`config.mk`:
```
export PLATFORM = sky130hd
export DESIGN_NAME = control_sequencer
export DESIGN_NICKNAME = d
export VERILOG_FILES = /design/src/rtl/seq_pkg.sv /design/src/rtl/seq_decoder.sv /design/src/rtl/control_sequencer.sv
export SDC_FILE = /design/constraint.sdc
export NUM_CORES = 1
export LEC_CHECK = 0
export ABC_AREA = 1
export CAP_MARGIN = 20
export CELL_PAD_IN_SITES_DETAIL_PLACEMENT = 1
export CELL_PAD_IN_SITES_GLOBAL_PLACEMENT = 1
export CORE_ASPECT_RATIO = 1.25
export CORE_UTILIZATION = 35
export DETAILED_ROUTE_END_ITERATION = 10
export PLACE_DENSITY = 0.82
export SLEW_MARGIN = 10
export SYNTH_ARGS = -nofsm -noshare
export SYNTH_HDL_FRONTEND = slang
export SYNTH_SLANG_ARGS = --single-unit
```
`constraint.sdc`:
```
create_clock -name clk -period 3.3 [get_ports clk]
set_input_delay 0.495 -clock clk [delete_from_list [all_inputs] [get_ports clk]]
set_output_delay 0.495 -clock clk [all_outputs]
set_load 0.005 [all_outputs]
```
`src/rtl/seq_pkg.sv`:
```
// rtl/seq_pkg.sv - shared encodings for the control sequencer
//
// Purpose: opcode values, FSM state encoding, ALU function codes, instruction
// classes, write-back source select and instruction field bit positions used
// by seq_decoder and control_sequencer.
// Ports: none (package).

package seq_pkg;

  localparam int INSTR_WIDTH = 16;
  localparam int OPCODE_WIDTH = 4;

  // Instruction field positions
  localparam int OPCODE_MSB = 15;
  localparam int OPCODE_LSB = 12;
  localparam int RD_MSB     = 11;
  localparam int RD_LSB     = 9;
  localparam int RA_MSB     = 8;
  localparam int RA_LSB     = 6;
  localparam int RB_MSB     = 5;
  localparam int RB_LSB     = 3;
  localparam int IMM_MSB    = 7;
  localparam int IMM_LSB    = 0;

  // Opcodes
  localparam logic [OPCODE_WIDTH-1:0] OP_NOP  = 4'h0;
  localparam logic [OPCODE_WIDTH-1:0] OP_ADD  = 4'h1;
  localparam logic [OPCODE_WIDTH-1:0] OP_SUB  = 4'h2;
  localparam logic [OPCODE_WIDTH-1:0] OP_AND  = 4'h3;
  localparam logic [OPCODE_WIDTH-1:0] OP_OR   = 4'h4;
  localparam logic [OPCODE_WIDTH-1:0] OP_XOR  = 4'h5;
  localparam logic [OPCODE_WIDTH-1:0] OP_MOV  = 4'h6;
  localparam logic [OPCODE_WIDTH-1:0] OP_LDI  = 4'h7;
  localparam logic [OPCODE_WIDTH-1:0] OP_JMP  = 4'h8;
  localparam logic [OPCODE_WIDTH-1:0] OP_BZ   = 4'h9;
  localparam logic [OPCODE_WIDTH-1:0] OP_HALT = 4'hF;

  typedef enum logic [2:0] {
    ST_RST       = 3'd0,
    ST_FETCH     = 3'd1,
    ST_DECODE    = 3'd2,
    ST_EXECUTE   = 3'd3,
    ST_WRITEBACK = 3'd4,
    ST_HALT      = 3'd5
  } state_t;

  typedef enum logic [2:0] {
    ALU_ADD    = 3'd0,
    ALU_SUB    = 3'd1,
    ALU_AND    = 3'd2,
    ALU_OR     = 3'd3,
    ALU_XOR    = 3'd4,
    ALU_PASS_A = 3'd5
  } alu_op_t;

  typedef enum logic [2:0] {
    CLS_NOP     = 3'd0,
    CLS_ALU     = 3'd1,
    CLS_LDI     = 3'd2,
    CLS_BRANCH  = 3'd3,
    CLS_HALT    = 3'd4,
    CLS_ILLEGAL = 3'd5
  } instr_class_t;

  typedef enum logic {
    WB_RESULT = 1'b0,
    WB_IMM    = 1'b1
  } wb_sel_t;

  function automatic logic [OPCODE_WIDTH-1:0] ir_opcode(input logic [INSTR_WIDTH-1:0] ir);
    return ir[OPCODE_MSB:OPCODE_LSB];
  endfunction

endpackage

```
`src/rtl/seq_decoder.sv`:
```
// rtl/seq_decoder.sv - combinational opcode decoder for the control sequencer
//
// Purpose: maps the instruction opcode to an ALU function, an instruction
// class and the write-back data source.
// Build option: SEQ_BRANCH_EN - when defined JMP/BZ decode as CLS_BRANCH,
// otherwise opcodes 8/9 decode as CLS_ILLEGAL.
// Ports:
//   opcode      in  4  instruction bits [15:12]
//   alu_op      out 3  ALU function for ALU/MOV instructions (ADD otherwise)
//   instr_class out 3  nop/alu/ldi/branch/halt/illegal
//   wb_sel      out 1  write-back source: ALU result or immediate

import seq_pkg::*;

module seq_decoder (
  input  logic [OPCODE_WIDTH-1:0] opcode,
  output alu_op_t                 alu_op,
  output instr_class_t            instr_class,
  output wb_sel_t                 wb_sel
);

  always_comb begin
    alu_op      = ALU_ADD;
    instr_class = CLS_ILLEGAL;
    wb_sel      = WB_RESULT;
    case (opcode)
      OP_NOP:  instr_class = CLS_NOP;
      OP_ADD: begin
        instr_class = CLS_ALU;
        alu_op      = ALU_ADD;
      end
      OP_SUB: begin
        instr_class = CLS_ALU;
        alu_op      = ALU_SUB;
      end
      OP_AND: begin
        instr_class = CLS_ALU;
        alu_op      = ALU_AND;
      end
      OP_OR: begin
        instr_class = CLS_ALU;
        alu_op      = ALU_OR;
      end
      OP_XOR: begin
        instr_class = CLS_ALU;
        alu_op      = ALU_XOR;
      end
      // MOV goes through the ALU so it shares the result/Z path
      OP_MOV: begin
        instr_class = CLS_ALU;
        alu_op      = ALU_PASS_A;
      end
      OP_LDI: begin
        instr_class = CLS_LDI;
        wb_sel      = WB_IMM;
      end
`ifdef SEQ_BRANCH_EN
      OP_JMP,
      OP_BZ:   instr_class = CLS_BRANCH;
`endif
      OP_HALT: instr_class = CLS_HALT;
      default: instr_class = CLS_ILLEGAL;
    endcase
  end

endmodule

```
`src/rtl/control_sequencer.sv`:
```
// rtl/control_sequencer.sv - fetch/decode/execute controller of the 8-bit MCU
//
// Purpose: fetches 16-bit instructions over a req/ack port, drives the
// register-file addresses, write strobe and write data, and selects the ALU
// function. Write-back data is either the captured ALU result or IR[7:0].
// Build option: SEQ_BRANCH_EN - enables JMP/BZ; without it opcodes 8/9 are
// illegal (the PC keeps its fetch increment).
// Ports:
//   clk, rst           clock (rising edge), asynchronous active-low reset
//   imem_req/addr      fetch request and address (PC), held until ack
//   imem_ack/data      fetch acknowledge and instruction word
//   rf_addrA/rf_addrB  read selects IR[8:6] / IR[5:3]
//   rf_write_addr      write select IR[11:9]
//   rf_write_enable    one-cycle write strobe (WRITEBACK)
//   rf_data_in         write data
//   alu_op             ALU function, alu_result = combinational ALU output
//   halted             high from HALT until reset
//   illegal            one-cycle pulse on an undefined opcode

import seq_pkg::*;

module control_sequencer #(
  parameter int ADDRESS_WIDTH = 3,
  parameter int BUS_WIDTH     = 8,
  parameter int PC_WIDTH      = 8
) (
  input  logic                     clk,
  input  logic                     rst,
  output logic                     imem_req,
  output logic [PC_WIDTH-1:0]      imem_addr,
  input  logic                     imem_ack,
  input  logic [INSTR_WIDTH-1:0]   imem_data,
  output logic [ADDRESS_WIDTH-1:0] rf_addrA,
  output logic [ADDRESS_WIDTH-1:0] rf_addrB,
  output logic [ADDRESS_WIDTH-1:0] rf_write_addr,
  output logic                     rf_write_enable,
  output logic [BUS_WIDTH-1:0]     rf_data_in,
  output logic [2:0]               alu_op,
  input  logic [BUS_WIDTH-1:0]     alu_result,
  output logic                     halted,
  output logic                     illegal
);

  state_t                   state, state_d;
  logic [PC_WIDTH-1:0]      pc, pc_d;
  logic [INSTR_WIDTH-1:0]   ir, ir_d;
  logic                     z, z_d;
  logic [BUS_WIDTH-1:0]     result, result_d;

  alu_op_t                  dec_alu_op;
  instr_class_t             dec_class;
  wb_sel_t                  dec_wb_sel;
  logic [7:0]               imm8;

  seq_decoder u_decoder (
    .opcode      (ir_opcode(ir)),
    .alu_op      (dec_alu_op),
    .instr_class (dec_class),
    .wb_sel      (dec_wb_sel)
  );

  assign imm8 = ir[IMM_MSB:IMM_LSB];

  // Everything below is decoded from registered state so the async reset
  // clears all outputs immediately (IR=0 decodes as NOP/ADD/result).
  assign imem_req        = (state == ST_FETCH);
  assign imem_addr       = pc;
  assign rf_addrA        = ADDRESS_WIDTH'(ir[RA_MSB:RA_LSB]);
  assign rf_addrB        = ADDRESS_WIDTH'(ir[RB_MSB:RB_LSB]);
  assign rf_write_addr   = ADDRESS_WIDTH'(ir[RD_MSB:RD_LSB]);
  assign rf_write_enable = (state == ST_WRITEBACK);
  assign rf_data_in      = (dec_wb_sel == WB_IMM) ? BUS_WIDTH'(imm8) : result;
  assign alu_op          = dec_alu_op;
  assign halted          = (state == ST_HALT);
  assign illegal         = (state == ST_DECODE) && (dec_class == CLS_ILLEGAL);

  always_ff @(posedge clk or negedge rst) begin
    if (!rst) begin
      state  <= ST_RST;
      pc     <= '0;
      ir     <= '0;
      z      <= 1'b0;
      result <= '0;
    end else begin
      state  <= state_d;
      pc     <= pc_d;
      ir     <= ir_d;
      z      <= z_d;
      result <= result_d;
    end
  end

  always_comb begin
    state_d  = state;
    pc_d     = pc;
    ir_d     = ir;
    z_d      = z;
    result_d = result;
    case (state)
      ST_RST: state_d = ST_FETCH;

      ST_FETCH: begin
        if (imem_ack) begin
          ir_d    = imem_data;
          pc_d    = pc + PC_WIDTH'(1);
          state_d = ST_DECODE;
        end
      end

      ST_DECODE: begin
        case (dec_class)
          CLS_ALU:    state_d = ST_EXECUTE;
          CLS_LDI:    state_d = ST_WRITEBACK;
          CLS_BRANCH: begin
            // PC already holds the fall-through address from FETCH
            if ((ir_opcode(ir) == OP_JMP) || z) begin
              pc_d = PC_WIDTH'(imm8);
            end
            state_d = ST_FETCH;
          end
          CLS_HALT:   state_d = ST_HALT;
          default:    state_d = ST_FETCH;
        endcase
      end

      // Register-file reads complete here, before the WRITEBACK edge, so
      // rd may equal ra/rb.
      ST_EXECUTE: begin
        result_d = alu_result;
        z_d      = (alu_result == '0);
        state_d  = ST_WRITEBACK;
      end

      ST_WRITEBACK: state_d = ST_FETCH;

      ST_HALT: state_d = ST_HALT;

      default: state_d = ST_RST;
    endcase
  end

endmodule

```
==> results of run 1 <==
[synth_stat cells]
| cell | count | area (um^2) |
|---|---|---|
| a21oi_1 | 3 | 15.01 |
| buf_2 | 4 | 20.02 |
| buf_4 | 9 | 67.56 |
| buf_6 | 3 | 33.78 |
| clkbuf_1 | 1 | 3.750 |
| dfrtp_1 | 35 | 875.8 |
| ha_1 | 1 | 12.51 |
| inv_1 | 18 | 67.56 |
| inv_2 | 2 | 7.510 |
| inv_4 | 2 | 12.51 |
| nand2_1 | 101 | 379.1 |
| nand2_4 | 2 | 22.52 |
| nand3_1 | 15 | 75.07 |
| nand3_2 | 1 | 10.01 |
| nand3b_1 | 1 | 7.510 |
| nor2_1 | 13 | 48.80 |
| nor2_4 | 1 | 11.26 |
| nor3_1 | 4 | 20.02 |
| nor4_1 | 1 | 6.260 |
| o21ai_0 | 17 | 85.08 |
| o21ai_1 | 1 | 5.000 |
| o21ai_2 | 1 | 8.760 |
| xor2_1 | 3 | 26.28 |
[metal layers]
metal	share of wire, %	up-vias
met4	3.0	0
met2	48	51
li1	-	822
met1	45	779
met3	4.6	9
met5	0	-
[stage by stage]
stage	hold WS, ps	worst slack [ps]	util, %
final	298.2	330.7	48.33
after global routing	344.7	127.3	48.33
after CTS	320.6	296.1	48.33
after detailed placement	473.0	627.9	46.59
after global placement	466.8	709.9	46.59
after floorplan	199.4	1890	-
[state kept, by name, summed over array words and instances, names as in the netlist]
name	count
state	3
imem_addr	8
result	8
ir	16
[critical path, stage by stage, from the launching register on]
cell and delay, ps:
dfrtp_1 390, inv_1 90, nor2_1 530, nand2_1 390, o21ai_0 270, clkdlybuf4s50_1 530
[area by class of cell]
class | instances | area share (%)
multi-input combinational | 165 | 30.08
inverter | 22 | 3.593
tap | 62 | 3.183
clock inverter | 1 | 0.2053
timing repair buffer | 58 | 23.61
sequential | 35 | 35.93
clock buffer | 6 | 3.388
[worst paths after layout]
check,endpoint,slack [ps],cells past startpoint
worst min register to register,ir[9],490,2
worst min-delay path,imem_addr[7],300,1
worst max register to register,state[0],1440,5
max in group asynchronous,result[3],2480,1
worst max-delay path,rf_data_in[0],330,5
min in group clk,ir[9],490,2
[cell families (layout without fill, tap and decap cells)]
logic type	count (synthesis)	count (layout)	share of synthesized area, %
adders and majority gates	1	1	0.6867
AOI/OAI and AO/OA	22	22	6.249
DFF	35	35	48.08
xor gates and xnor gates	3	3	1.443
buffers and inverters	39	87	11.68
and+or+nand+nor	139	139	31.87
[power groups by stage]
| stage | clock network [mW] | registers [mW] | logic [mW] |
|---|---|---|---|
| floorplan | 0 | 0.761 | 0.645 |
| global placement | 0 | 0.806 | 1.01 |
| detailed placement | 0 | 0.817 | 1.05 |
| CTS | 0.327 | 0.815 | 1.06 |
| global route | 0.345 | 0.841 | 1.17 |
| finish | 0.317 | 0.810 | 1.04 |
==> results.cfg, run 1 <==
[status]
status = completed

[synthesis]
avgSynthCellArea_um2 = 7.622
yosys_warnings = 0
synthesis.area_um2 = 1822
ys_types = 23
synth_cells = 239
ys_seq_elements = 35
syn_nets = 267
synth.yosys.seq_area_share_pct = 48.08

[critical_path]
crit_start = ir[14]
start_kind = register
timing.rr.start = ir[14]
end_kind = output port
worstPathArrival_ps = 2470
path_max_fanout = 11
required_ps = 2800
criticalPathCategory = reg2out

[global_route]
grt_pass1_wl_um = 7631
use_met1_pct = 21.77
top_usage_layer = met2
antenna_found_initial = 0
overflow = 0
grt_use_total_pct = 18.92
met2_usage_pct = 32.24
grt_pass1_vias = 1678
grt_max_degree = 36
grtUsageMet3_pct = 4.945

[power_and_ir_drop]
vdd_drop_max_mv = 0.3310
leakage_nw = 1.203
power.switching_uw = 844.8
power.share.clock_pct = 14.7
p_total_mw = 2.162
p_int_mw = 1.318
powerDensity_nw_per_um2 = 887.2
swShare_pct = 39.07
combinationalPowerShare_pct = 47.9
power_frac_seq_pct = 37.5

[layout]
stdcell_count = 349
syn_to_final_growth_pct = 33.79
layout_commonest_cell = nand2_1
nFillCells = 643
multi_input_area_um2 = 733.2
final_nets = 315
drive_above_1_share_pct = 5.923
insertedDiodeCount = 0
fin_area_um2 = 2437
ff_latch_area_um2 = 875.8
final_cell_mix = nand2_1, clkdlybuf4s50_1, dfrtp_1

[sta]
slew_headroom_pct = 45.39
worst_clock_skew_ps = 2.618
post-route-period-util_pct = 89.98
fmax_mhz = 336.8
rsz0062_at_grt = no
worst_slew_pin_slew_ps = 819.1
finalHoldViolations = 0
setup-tns-final_ps = 0
setup_viol = 0
drv_slew = 0
period_needed_ps = 2969

[job]
drv_cap = 0

[clock_network]
hold_buffers = 0
htreeDepth = 2
post_cts_buffers = 0
cts_buffers = 5
clk_latency_ps = 290
clock_path_buffers = 2
cts_resized = 0
path_clk_slew_ps = 70
cts.sinks = 35
root_buffer = clkbuf_8
cts_tree = yes

[routing]
viasPerCell = 4.759
dr.first_iter.drc_count = 45
wl_per_cell_um = 13.37
drt_wl_total_um = 4666
firstDrtPassIters = 4
final_antenna_net_count = 0
drc = 0
vias = 1661

[place]
hpwl_um = 3387
dp_cells = 342
placed_cell_area_um2 = 2350
numPortBuffers = 58
place.gp.congestion = 0.7743

[floorplan]
start_util_pct = 36.12
die_x_um = 66.53
dieArea_um2 = 5499
coreArea_um2 = 5044
rows = 29
io_pins = 59
die_y_um = 82.66

[min_path]
hp-class = in2async
Note: power is estimated with default switching activity, not from simulation.
==> inputs of run 2 (changes only) <==
--- a/config.mk
+++ b/config.mk
@@ -13,6 +13,7 @@
 export CORE_UTILIZATION = 35
 export DETAILED_ROUTE_END_ITERATION = 10
 export PLACE_DENSITY = 0.82
+export RECOVER_POWER = 50
 export SLEW_MARGIN = 10
 export SYNTH_ARGS = -nofsm -noshare
 export SYNTH_HDL_FRONTEND = slang
==> run 2 against run 1 <==
The flow now finishes with violations (capacitance limit, slew limit). Cell area decreased by 0.92%. Final cell count unchanged. Highest routed layer unchanged. Critical path depth is the same. Largest power group unchanged. First-iteration DRC count up 18%.
==> results.cfg, run 2 (synthesis results as in run 1) <==
[critical_path]
cp.depth = 5
slowest_delay_ps = 530
end_kind = output port
criticalPathCategory = reg2out
rr_endpoint = imem_addr[0]
path_buf_inv = 2
timing.rr.start = state[0]
worstRegToRegCells = 7
endpoint = rf_data_in[0]
path_max_fanout = 11
reg2reg_slack_ps = 450
crit_path_top_delay_cell = nor2_1
start_kind = register
path_cells = inv_1 -> nor2_1 -> nand2_1 -> o21ai_0 -> clkdlybuf4s50_1
required_ps = 2800
crit_start = ir[14]
critical-path-top-delay-family = simple AND/OR/NAND/NOR gates
worstPathArrival_ps = 2480

[clock_network]
post_cts_buffers = 0
htreeDepth = 2
clock_path_buffers = 2
path_clk_slew_ps = 70
cts_resized = 0
cts_buffers = 5
cts.sinks = 35
cts_tree = yes
clk_latency_ps = 290
hold_buffers = 0
root_buffer = clkbuf_8

[sta]
drv_slew = 36
setup-tns-final_ps = 0
rsz0062_at_grt = no
worst_slew_pin_slew_ps = 1961
worst_clock_skew_ps = 2.421
slew_headroom_pct = -30.74
post-route-period-util_pct = 90.10
period_needed_ps = 2973
fmax_mhz = 336.3
setup_viol = 0
finalHoldViolations = 0

[place]
place.gp.congestion = 0.7743
numPortBuffers = 58
hpwl_um = 3387

[layout]
final_cell_mix = nand2_1, clkdlybuf4s50_1, dfrtp_1
syn_to_final_growth_pct = 32.56
layout_commonest_cell = nand2_1
nFillCells = 644
insertedDiodeCount = 0
post-route-util_pct = 47.88
largest_reg_flops = 16
drive_above_1_share_pct = 4.181
final_nets = 315
regMostFlops = ir

[routing]
final_antenna_net_count = 0
drt_wl_total_um = 4657
firstDrtPassIters = 4
drc = 0
dr.first_iter.drc_count = 53
vias = 1662
viasPerCell = 4.762
wl_per_cell_um = 13.34

[floorplan]
start_util_pct = 36.12
rows = 29
die_x_um = 66.53
io_pins = 59
coreArea_um2 = 5044
die_y_um = 82.66
dieArea_um2 = 5499

[global_route]
grt_max_degree = 36
grt_pass1_wl_um = 7631
grt_pass1_vias = 1678
antenna_found_initial = 0
grt_use_total_pct = 18.92
overflow = 0

[status]
violations = capacitance limit, slew limit
status = finished, violations left

[power_and_ir_drop]
vdd_drop_max_mv = 0.3303
leakage_nw = 1.186
powerDensity_nw_per_um2 = 885.5

[min_path]
hp-class = reg2reg

[job]
drv_cap = 1
run 2: changes by cell type in the layout (fill, tap and decap cells not counted), sizes merged:
cell | before | now
buf | 1 | 0
clkbuf | 6 | 7
inv | 22 | 21
clkinvlp | 0 | 1
run 2: how the worst min path moves through the flow:
| stage | from | end | depth (start not counted) |
|---|---|---|---|
| final | ir[9] | ir[9] | 2 |
| after global routing | ir[11] | ir[11] | 2 |
| after floorplan | rst | imem_addr[0] | 0 |
| after detailed placement | ir[9] | ir[9] | 2 |
| after global placement | ir[2] | ir[2] | 2 |
| after CTS | rst | imem_addr[7] | 1 |
run 2: area by class of cell:
class                      count  area [um^2]  share of cell area (%)
timing repair buffer          58        574.3                   23.78
inverter                      22        86.33                   3.575
tap                           62        77.57                   3.212
clock buffer                   6        82.58                   3.420
sequential                    35        875.8                   36.27
clock inverter                 1        5.005                  0.2073
multi-input combinational    165        713.2                   29.53
run 2: stage by stage:
step / power (mW) / setup slack, ps / std cells / instance area (um^2) / hold slack, ps
finish: 2.138 / 326.6 / 349 / 2415 / 486.2
global route: 2.335 / 80.47 / 349 / 2415 / 512.9
CTS: 2.200 / 296.1 / 349 / 2437 / 320.6
detailed placement: 1.868 / 627.9 / 342 / 2350 / 473.0
global placement: 1.816 / 709.9 / 342 / 2350 / 466.8
floorplan: 1.406 / 1890 / 239 / 1822 / 199.4
run 2: report_power, final:
| group | internal (mW) | switching [mW] |
|---|---|---|
| Combinational | 0.518 | 0.499 |
| Clock | 0.164 | 0.152 |
| Sequential | 0.629 | 0.177 |
| Total | 1.31 | 0.827 |
run 2: worst min-delay path, stage by stage, from the launching register on:
cell and delay (ps):
dfrtp_1 350, nand2_1 50, nand2_1 50
run 2: metal layers:
metal  global-route usage, %  share of wire [%]  vias up
li1                        -                  -      821
met1                   21.77                 45      779
met2                   32.24                 48       53
met3                   4.945                4.5        9
met4                   9.574                3.0        0
met5                       0                  0        -
==> inputs of run 3 (changes only) <==
--- a/config.mk
+++ b/config.mk
@@ -10,6 +10,7 @@
 export CELL_PAD_IN_SITES_DETAIL_PLACEMENT = 1
 export CELL_PAD_IN_SITES_GLOBAL_PLACEMENT = 1
 export CORE_ASPECT_RATIO = 1.25
+export CORE_MARGIN = 5
 export CORE_UTILIZATION = 35
 export DETAILED_ROUTE_END_ITERATION = 10
 export PLACE_DENSITY = 0.82
==> run 3 against run 2 <==
The run still ends with capacitance limit, slew limit left. Utilization down 0.17 points. Final cell count rose by 0.57%. Largest power group unchanged. Cell area increased by 0.36%. Combinational power about the same. Clock-buffer cell count grew 1.
==> results.cfg, run 3 (synthesis results as in run 1) <==
[critical_path]
timing.rr.start = state[0]
worstRegToRegCells = 7
worstPathArrival_ps = 2090
start_kind = register
reg2reg_slack_ps = 1060
crit_path_top_delay_cell = clkdlybuf4s50_1
path_cells = inv_1 -> nor2_1 -> buf_4 -> nand2_1 -> o21ai_0 -> clkdlybuf4s50_1
rr_endpoint = ir[15]
criticalPathCategory = reg2out
path_max_fanout = 11
slowest_delay_ps = 540
required_ps = 2800
end_kind = output port

[layout]
ff_latch_area_um2 = 875.8
final_cell_mix = nand2_1, clkdlybuf4s50_1, dfrtp_1
nFillCells = 652
largest_reg_flops = 16
layout_commonest_cell = nand2_1
multi_input_area_um2 = 720.7
syn_to_final_growth_pct = 33.04
drive_above_1_share_pct = 4.498
insertedDiodeCount = 0
final_nets = 316
post-route-util_pct = 47.71
regMostFlops = ir

[status]
violations = capacitance limit, slew limit
status = finished, violations left

[floorplan]
coreArea_um2 = 5080
io_pins = 59
die_y_um = 90.66
start_util_pct = 35.86
die_x_um = 74.53
dieArea_um2 = 6757
rows = 29

[routing]
wl_per_cell_um = 13.79
drt_wl_total_um = 4841
drc = 0
firstDrtPassIters = 4
vias = 1652
viasPerCell = 4.707
dr.first_iter.drc_count = 43
final_antenna_net_count = 0

[sta]
worst_slew_pin_slew_ps = 1935
post-route-period-util_pct = 78.41
setup-tns-final_ps = 0
drv_slew = 36
slew_headroom_pct = -28.97
rsz0062_at_grt = no
worst_slack_ps = 712.5
period_needed_ps = 2587
fmax_mhz = 386.5
setup_viol = 0
finalHoldViolations = 0
worst_clock_skew_ps = 1.781

[power_and_ir_drop]
swShare_pct = 39.01
power.share.clock_pct = 13.7
vdd_drop_max_mv = 0.3518
leakage_nw = 1.193
power.switching_uw = 832.0
power_frac_seq_pct = 37.8
combinationalPowerShare_pct = 48.5
powerDensity_nw_per_um2 = 880.0
p_int_mw = 1.301

[min_path]
whs_endpoint = ir[10]
whs_path_depth = 2
hp-class = reg2reg
worstHoldStart = ir[10]

[clock_network]
clock_path_buffers = 2
cts.sinks = 35
cts_buffers = 5
root_buffer = clkbuf_8
cts_tree = yes
hold_buffers = 0
post_cts_buffers = 0
cts_resized = 0
htreeDepth = 2
path_clk_slew_ps = 70
clk_latency_ps = 280

[global_route]
grt_max_degree = 36
antenna_found_initial = 0
grt_pass1_vias = 1809
overflow = 0
grt_pass1_wl_um = 8252
grt_use_total_pct = 15.61

[place]
place.gp.congestion = 0.7274
hpwl_um = 3700
place_ws_ps = 979.9
numPortBuffers = 58

[job]
drv_cap = 1
run 3: cell types whose count changed in the layout (fill, tap and decap cells not counted):
cell	before	now
dlygate4sd3_1	0	1
clkdlybuf4s50_1	57	56
clkbuf_8	6	5
nand2_4	1	2
buf_4	0	1
nand2_1	102	101
clkbuf_1	1	3
run 3: area by class of cell:
cell class,count,area share [%]
flip-flops and latches,35,36.14
repair buffers,59,24.01
inverters,22,3.562
clock buffers,7,3.149
well taps,62,3.201
clock inverters,1,0.2065
multi-input cells,165,29.74
run 3: how the worst max path moves through the flow:
| stage | startpoint | to | slack, ps | depth (start not counted) |
|---|---|---|---|---|
| floorplan | ir[14] | rf_data_in[0] | 1890 | 4 |
| global placement | ir[14] | rf_data_in[0] | 1040 | 6 |
| detailed placement | ir[14] | rf_data_in[0] | 980 | 6 |
| CTS | ir[14] | rf_data_in[0] | 660 | 6 |
| global route | ir[14] | rf_data_in[0] | 520 | 6 |
| finish | ir[14] | rf_data_in[0] | 710 | 6 |
run 3: per-layer routing:
layer | GRT usage, % | wire length, um
met1 | 17.88 | 1972
met2 | 27.27 | 2477
met3 | 5.011 | 331
met4 | 4.006 | 60
met5 | 0 | 0
run 3: stage by stage:
stage / hold WS [ps] / cells / cell area (um^2) / power, mW
floorplan: 199.4 / 239 / 1822 / 1.406
global placement: 471.0 / 343 / 2357 / 1.832
detailed placement: 476.1 / 343 / 2357 / 1.881
CTS: 329.3 / 351 / 2439 / 2.190
global route: 515.0 / 351 / 2424 / 2.339
finish: 490.2 / 351 / 2424 / 2.133
run 3: critical path, delay by kind of cell (launching register included):
| kind | cells | cell delay [ps] |
|---|---|---|
| DFF | 1 | 400 |
| AOI/OAI and AO/OA | 1 | 270 |
| and+or+nand+nor | 2 | 350 |
| buffers and inverters | 3 | 800 |
run 3: power by group through the flow:
stage	Sequential, mW	Combinational (mW)	Clock [mW]
6_report	0.806	1.03	0.292
3_5_place_dp	0.818	1.06	0
3_3_place_gp	0.810	1.02	0
2_1_floorplan	0.761	0.645	0
4_1_cts	0.815	1.07	0.303
5_1_grt	0.837	1.18	0.323
